[src/rtl/l1_vy_hakem_pkg.sv]
// Shared types and constants for the L1 instruction/data to bus-controller arbiter.
package l1_vy_hakem_pkg;

    localparam int unsigned ADRES_BIT   = 32;
    localparam int unsigned L1_BLOK_BIT = 128;

    localparam logic PORT_B = 1'b0;
    localparam logic PORT_V = 1'b1;

    typedef enum logic [1:0] {
        HAKEM_BOSTA = 2'd0,
        HAKEM_ISTEK = 2'd1,
        HAKEM_YANIT = 2'd2
    } hakem_durum_e;

endpackage

[src/rtl/rr_hakem_2.sv]
// Two-input round-robin grant: on a tie the port that did not win last time wins.
module rr_hakem_2
    import l1_vy_hakem_pkg::*;
(
    input  logic istek_b_i,
    input  logic istek_v_i,
    input  logic son_kazanan_i,
    output logic izin_b_o,
    output logic izin_v_o,
    output logic kazanan_o
);

    logic kazanan;

    always_comb begin
        kazanan = PORT_B;
        if (istek_b_i && istek_v_i) begin
            kazanan = ~son_kazanan_i;
        end else if (istek_v_i) begin
            kazanan = PORT_V;
        end
    end

    assign kazanan_o = kazanan;
    assign izin_b_o  = istek_b_i && (kazanan == PORT_B);
    assign izin_v_o  = istek_v_i && (kazanan == PORT_V);

endmodule

[src/rtl/l1_vy_hakem.sv]
// Arbitrates L1 instruction (B) and data (V) requests onto one downstream port,
// one transaction in flight, read response routed back to the owning port.
module l1_vy_hakem
    import l1_vy_hakem_pkg::*;
#(
    parameter int unsigned ADRES_BIT = 32,
    parameter int unsigned BLOK_BIT  = 128
) (
    input  logic                 clk_i,
    input  logic                 rst_i,

    input  logic [ADRES_BIT-1:0] b_istek_adres_i,
    input  logic                 b_istek_gecerli_i,
    input  logic                 b_istek_yaz_i,
    input  logic [BLOK_BIT-1:0]  b_istek_veri_i,
    output logic                 b_istek_hazir_o,
    output logic [BLOK_BIT-1:0]  b_veri_o,
    output logic                 b_veri_gecerli_o,
    input  logic                 b_veri_hazir_i,

    input  logic [ADRES_BIT-1:0] v_istek_adres_i,
    input  logic                 v_istek_gecerli_i,
    input  logic                 v_istek_yaz_i,
    input  logic [BLOK_BIT-1:0]  v_istek_veri_i,
    output logic                 v_istek_hazir_o,
    output logic [BLOK_BIT-1:0]  v_veri_o,
    output logic                 v_veri_gecerli_o,
    input  logic                 v_veri_hazir_i,

    output logic [ADRES_BIT-1:0] vy_istek_adres_o,
    output logic                 vy_istek_gecerli_o,
    output logic                 vy_istek_yaz_o,
    output logic [BLOK_BIT-1:0]  vy_istek_veri_o,
    input  logic                 vy_istek_hazir_i,
    input  logic [BLOK_BIT-1:0]  vy_veri_i,
    input  logic                 vy_veri_gecerli_i,
    output logic                 vy_veri_hazir_o
);

    hakem_durum_e         durum_q, durum_d;
    logic                 sahip_q, sahip_d;
    logic                 son_kazanan_q, son_kazanan_d;
    logic [ADRES_BIT-1:0] adres_q, adres_d;
    logic                 yaz_q, yaz_d;
    logic [BLOK_BIT-1:0]  veri_q, veri_d;

    logic izin_b, izin_v, kazanan;
    logic sahip_hazir;

    rr_hakem_2 u_rr_hakem_2 (
        .istek_b_i     (b_istek_gecerli_i),
        .istek_v_i     (v_istek_gecerli_i),
        .son_kazanan_i (son_kazanan_q),
        .izin_b_o      (izin_b),
        .izin_v_o      (izin_v),
        .kazanan_o     (kazanan)
    );

    assign sahip_hazir = (sahip_q == PORT_V) ? v_veri_hazir_i : b_veri_hazir_i;

    always_comb begin
        durum_d          = durum_q;
        sahip_d          = sahip_q;
        son_kazanan_d    = son_kazanan_q;
        adres_d          = adres_q;
        yaz_d            = yaz_q;
        veri_d           = veri_q;
        b_istek_hazir_o  = 1'b0;
        v_istek_hazir_o  = 1'b0;
        b_veri_o         = '0;
        b_veri_gecerli_o = 1'b0;
        v_veri_o         = '0;
        v_veri_gecerli_o = 1'b0;
        vy_veri_hazir_o  = 1'b0;

        unique case (durum_q)
            HAKEM_BOSTA: begin
                b_istek_hazir_o = izin_b;
                v_istek_hazir_o = izin_v;
                if (izin_b || izin_v) begin
                    // Winner's fields are captured here; upstream may drop them next cycle.
                    adres_d       = (kazanan == PORT_V) ? v_istek_adres_i : b_istek_adres_i;
                    yaz_d         = (kazanan == PORT_V) ? v_istek_yaz_i : b_istek_yaz_i;
                    veri_d        = (kazanan == PORT_V) ? v_istek_veri_i : b_istek_veri_i;
                    sahip_d       = kazanan;
                    son_kazanan_d = kazanan;
                    durum_d       = HAKEM_ISTEK;
                end
            end
            HAKEM_ISTEK: begin
                if (vy_istek_hazir_i) begin
                    durum_d = yaz_q ? HAKEM_BOSTA : HAKEM_YANIT;
                end
            end
            HAKEM_YANIT: begin
                vy_veri_hazir_o = sahip_hazir;
                if (sahip_q == PORT_V) begin
                    v_veri_o         = vy_veri_i;
                    v_veri_gecerli_o = vy_veri_gecerli_i;
                end else begin
                    b_veri_o         = vy_veri_i;
                    b_veri_gecerli_o = vy_veri_gecerli_i;
                end
                if (vy_veri_gecerli_i && sahip_hazir) begin
                    durum_d = HAKEM_BOSTA;
                end
            end
            default: durum_d = HAKEM_BOSTA;
        endcase
    end

    assign vy_istek_gecerli_o = (durum_q == HAKEM_ISTEK);
    assign vy_istek_adres_o   = adres_q;
    assign vy_istek_yaz_o     = yaz_q;
    assign vy_istek_veri_o    = veri_q;

    always_ff @(posedge clk_i) begin
        if (rst_i) begin
            durum_q       <= HAKEM_BOSTA;
            sahip_q       <= PORT_B;
            son_kazanan_q <= PORT_V;
            adres_q       <= '0;
            yaz_q         <= 1'b0;
            veri_q        <= '0;
        end else begin
            durum_q       <= durum_d;
            sahip_q       <= sahip_d;
            son_kazanan_q <= son_kazanan_d;
            adres_q       <= adres_d;
            yaz_q         <= yaz_d;
            veri_q        <= veri_d;
        end
    end

endmodule

[config.mk]
export PLATFORM = sky130hd
export DESIGN_NAME = l1_vy_hakem
export DESIGN_NICKNAME = d
export VERILOG_FILES = /design/src/rtl/l1_vy_hakem_pkg.sv /design/src/rtl/rr_hakem_2.sv /design/src/rtl/l1_vy_hakem.sv
export SDC_FILE = /design/constraint.sdc
export NUM_CORES = 1
export LEC_CHECK = 0
export BUFFER_PORTS_ARGS = -buffer_cell sky130_fd_sc_hd__buf_2
export CORE_AREA = 2 2 338 340
export DETAILED_ROUTE_END_ITERATION = 12
export DIE_AREA = 0 0 340 342
export PLACE_DENSITY = 0.35
export SLEW_MARGIN = 25
export SYNTH_ARGS = -nofsm -noshare
export SYNTH_HDL_FRONTEND = slang
export SYNTH_SLANG_ARGS = --single-unit
[constraint.sdc]
create_clock -name clk_i -period 2.13 [get_ports clk_i]
set_clock_uncertainty 0.2 [all_clocks]
set_input_delay 0 -clock clk_i [delete_from_list [all_inputs] [get_ports clk_i]]
set_output_delay 0 -clock clk_i [all_outputs]
set_load 0.1 [all_outputs]
After elaboration in Yosys (flattened, before gate mapping)
Index checks and enable logic that the tools add are counted.

operators by class
  eq/ne operators = 5
  multiplexer cells = 22
  bitwise logic cells = 2
  reductions and logical operators = 8

operators with widths
  cell                count
  $mux 128            5
  $mux 32             1
  $mux 1              11
  $mux 2              4
  $pmux 2 s3          1
  $logic_and 1x1->1   4
  $ne 2x2->1 const B  2
  $reduce_and 3->1    1
  $eq 2x1->1 const B  1
  $eq 2x2->1 const B  1
  $logic_not 2->1     1
  $ne 2x1->1 const B  1
  $not 1->1           2
  $reduce_and 2->1    1
  $logic_or 1x1->1    1

storage, ports and cells
  flip-flop bits (word level) = 165
  input bits = 458
  output and inout bits = 423
  word-level logic and storage cells = 43

Longest topological paths before layout
  word-level depth = 7
  mapped depth = 6

Modules after synthesis
A second synthesis with hierarchy kept.

unflattened totals
  cells, all modules = 1054
  area total of the unflattened synthesis = 9835.7 µm²

by module, submodules not included
  module       instances  cells each  area an instance (µm²)  sequential area each (µm²)
  l1_vy_hakem  1          1050        9809.4                  3303.2
  rr_hakem_2   1          4           26.3                    0.0

Worst setup path before layout
No wires, ideal clock.

  path type = register -> register
  start point = register son_kazanan_q
  end point = register sahip_q
  setup time = 0.066 ns
  arrival = 3.241 ns
  setup slack = -1.377 ns
  cell stages (with the launch flop) = 6
  buffers on the path = 2
  clock period less this slack = 3.507 ns
  path through = dfxtp_1 a21bo_2 buf_2 buf_2 nor3_1 o21ba_2

between the ends
  cells in the longest elaborated chain, start to end = 6

RTL lines
  element                            RTL line            text
  start: declaration                 l1_vy_hakem.sv:42   logic son_kazanan_q, son_kazanan_d;
  start signal: assignment           l1_vy_hakem.sv:128  son_kazanan_q <= son_kazanan_d;
  $not 1->1 *                        rr_hakem_2.sv:18    kazanan = ~son_kazanan_i;
  $mux 1 *                           rr_hakem_2.sv:17    if (istek_b_i && istek_v_i) begin
  $not 1->1                          rr_hakem_2.sv:25    assign izin_b_o = istek_b_i && (kazanan == PORT_B);
  $logic_and 1x1->1                  rr_hakem_2.sv:25
  $logic_or 1x1->1                   l1_vy_hakem.sv:80   if (izin_b || izin_v) begin
  $reduce_and 2->1 (no source line)  --
  end signal: assignment             l1_vy_hakem.sv:127  sahip_q <= sahip_d;
  end: declaration                   l1_vy_hakem.sv:41   logic sahip_q, sahip_d;

Every way passes the cells marked *; elsewhere a longest branch is shown, timed or not.
A chain may end at the register's enable or synchronous reset.

Worst setup path in the final report
  start point = register sahip_q
  end point = output port b_veri_o[2]

between the ends
  cells in the longest elaborated chain, start to end = 2

RTL lines
  element           RTL line           text
  $mux 128          l1_vy_hakem.sv:97  if (sahip_q == PORT_V) begin
  $mux 128          l1_vy_hakem.sv:76  unique case (durum_q)
  end: declaration  l1_vy_hakem.sv:17  output logic [BLOK_BIT-1:0] b_veri_o,

No other way between the ends.

==> results.ini <==
[clocking]
cts.sinks=165
cts_root_buf=clkbuf_16
cts_buffers=17
clk_pin_slew_ns=0.08
tritoncts=built
clkLatencyLatePin_ns=0.49
clockBufferDepth=2
htreeDepth=4

[setup_path]
cp_max_fo=14
crit_family=buffers and inverters
r2r_cells=5
worstPathRequired_ns=1.93
endpoint_kind=primary output
r2r_end=vy_istek_adres_o[3]
cp_slowest_stage_delay_ns=0.32
slowest_stage=dfxtp_1
critical_path_arrival_ns=1.95
path_buf_inv=5
r2r-start=son_kazanan_q
cp_common_cell=buf_12
path_cells=buf_4 -> nor2_4 -> buf_12 -> buf_12 -> clkbuf_16 -> and2_4 -> buf_12
critPathLaunchType=flip-flop
r2r_setup_slack_ns=0.12
path_class=reg -> out

[flow_run]
maxCapViolCount=0

[placed_design]
gp_congestion=0.854
post_dp_cell_area_mm2=0.0201
portBuffers=880
dp_hpwl_mm=65.6

[die]
io_pins=881
rows=124
initial_utilization_pct=8.59
die_area_mm2=0.116
die_w_um=340
die-height_um=342
core_area_mm2=0.113

[timing]
max_freq_ghz=0.464
rsz0062_at_grt=true
setup_ws_ns=-0.0243
whs_ns=0.105
finalSetupViolCount=30
slew_violations=0
worst_slew_pin_slew_ns=0.685
period_share_pct=101
period_needed_ns=2.15
hold_viol=0
relSlewSlack_pct=54.6

[synth]
ys.flop_type=dfxtp_1
synth_top_area_share_pct=34.0
yosys_warnings=0
synthDistinctLibCells=25
synth_edf_count=0
syn_avg_cell_area_um2=7.90
synth_top_area_cell=dfxtp_1
synthTopCellsByArea=dfxtp_1, and2_1, a311oi_2
yosysSeqAreaShare_pct=34.0
mappedNetlistNets=1688
async_reset_ff_share_pct=0
syn_inst=1230
syn_area_mm2=0.00971
synth-seq-cells=165

[worst_hold_path]
timing.hold.worst_endpoint=vy_istek_veri_o[13]
hold_start=b_istek_veri_i[13]
hold_class=in -> reg
holdPathStages=4

[layout]
syn_to_final_growth_pct=162
fin_nets=2899
final_area_mm2=0.0255
drive_gt1_share_pct=55.7
nFillCells=12393

[power_and_ir_drop]
swShare_pct=52.1
finalPower_mw=16.3
p_leak_nw=10.9
p_seq_share_pct=23.4
ir_drop_mv=0.537
internal-power_mw=7.80
p_clk_share_pct=21.0
power_density_mw_per_mm2=640
switchingPower_mw=8.49
combPwrFrac_pct=55.6

[drt]
ant_nets=0
finalWirelength_mm=86.1
via_per_inst=3.60
wl_per_cell_um=21.7
drc_errors=0
vias=14276
first_iter_violations=663
dr.pass1.iters=5

[global_routing]
antenna_found_initial=25
first_global_vias=14651
track_usage_pct=13.8
overflow=0
grt_pass1_wl_mm=114
grt_max_degree=90

[outcome]
violations=negative setup slack
status=complete, but fails checks

-- metrics by stage --
| stage | util, % | setup TNS, ns | setup slack [ns] | std cells |
|---|---|---|---|---|
| after floorplan | - | -2.03 | -0.650 | 1230 |
| after global placement | 17.8 | 0 | 0.0780 | 3550 |
| after detailed placement | 17.8 | 0 | 0.0110 | 3550 |
| after CTS | 22.0 | -19.43 | -0.144 | 3944 |
| after global routing | 22.5 | -16.20 | -0.146 | 3970 |
| final | 22.5 | -0.453 | -0.0243 | 3971 |
-- cells in the mapped netlist (2+ instances only) --
cell	count
a21oi_1	163
nor3_1	3
nand2_1	324
buf_2	43
a311oi_2	90
dfxtp_1	165
nand2b_1	2
buf_6	10
and2_1	257
nor2b_1	2
nor2_1	5
inv_1	2
clkbuf_1	81
a311oi_1	71
buf_4	2
-- per-layer routing --
layer / share of wire, % / track usage [%] / wire [um] / vias to the layer above
li1: - / - / - / 6700
met4: 2.8 / 3.84 / 2420 / 4
met3: 5.6 / 3.23 / 4840 / 106
met1: 41 / 16.1 / 35000 / 6782
met2: 51 / 25.0 / 43800 / 684
met5: 0.035 / 0 / 30 / -
-- sequential cells by signal (all words and copies together) (netlist names) --
| register | cells |
|---|---|
| durum_q | 2 |
| sahip_q | 1 |
| son_kazanan_q | 1 |
| vy_istek_adres_o | 32 |
| vy_istek_veri_o | 128 |
| vy_istek_yaz_o | 1 |
-- cell usage in the layout, fill, tap and decap left out, types with 52 or more instances in the layout --
| cell type | n |
|---|---|
| a21oi_1 | 163 |
| a311oi_1 | 71 |
| a311oi_2 | 90 |
| and2_4 | 237 |
| buf_12 | 287 |
| buf_2 | 620 |
| buf_4 | 52 |
| dfxtp_1 | 162 |
| dlygate4sd3_1 | 341 |
| nand2_1 | 323 |
-- power by group through the flow --
| stage | combinational (mW) | clock (mW) | sequential (mW) |
|---|---|---|---|
| after global placement | 8.23 | 0 | 3.88 |
| after CTS | 8.98 | 3.63 | 3.82 |
| after detailed placement | 8.22 | 0 | 3.88 |
| final | 9.06 | 3.41 | 3.82 |
| after floorplan | 2.59 | 0 | 6.92 |
| after global routing | 9.43 | 3.68 | 3.87 |
-- kinds of logic (layout without fill, tap and decap cells) --
family	count (synthesis)	count (layout)	share of synthesized area [%]
multiplexers	1	1	0.103
buffers and inverters	138	1361	6.74
flip-flops	165	165	34.0
AND/OR/NAND/NOR	595	595	29.8
other	0	6	0
AO/OA/AOI/OAI	331	331	29.3
-- timing repair --
item                                    4_1_cts  5_1_grt
endpoints found under the hold margin       165        0
resized for setup                           176      106
cloned                                        5       11
endpoints found under the setup margin      261      261
pin swaps                                    15       43
hold buffers                                341        0
buffers inserted                             18       14
-- worst max path at each step --
stage,cells after the start,endpoint,slack [ns],start
after global placement,6,b_veri_o[19],0.08,durum_q[1]
final,7,b_veri_o[2],-0.02,sahip_q
after floorplan,2,b_veri_gecerli_o,-0.65,durum_q[0]
after global routing,7,b_veri_o[2],-0.15,durum_q[0]
after CTS,7,b_veri_o[63],-0.14,durum_q[0]
after detailed placement,6,b_veri_o[27],0.01,durum_q[1]
-- worst register-to-register path, delay by kind of cell (launching register included) --
family	cells	cell delay (ns)
AOI/OAI and AO/OA	2	0.48
and+or+nand+nor	1	0.12
DFF	1	0.36
buffers and inverters	2	0.77
-- layout make-up --
cell class / count / area, um2 / area share [%]
well taps: 1512 / 1890 / 7.42
multi-input cells: 927 / 6430 / 25.2
repair buffers: 1328 / 13200 / 51.9
inverters: 2 / 7.51 / 0.0295
clock inverters: 14 / 161 / 0.633
diodes: 6 / 15.0 / 0.0589
flip-flops and latches: 165 / 3310 / 13.0
clock buffers: 17 / 425 / 1.67
(Power assumes the default switching activity.)
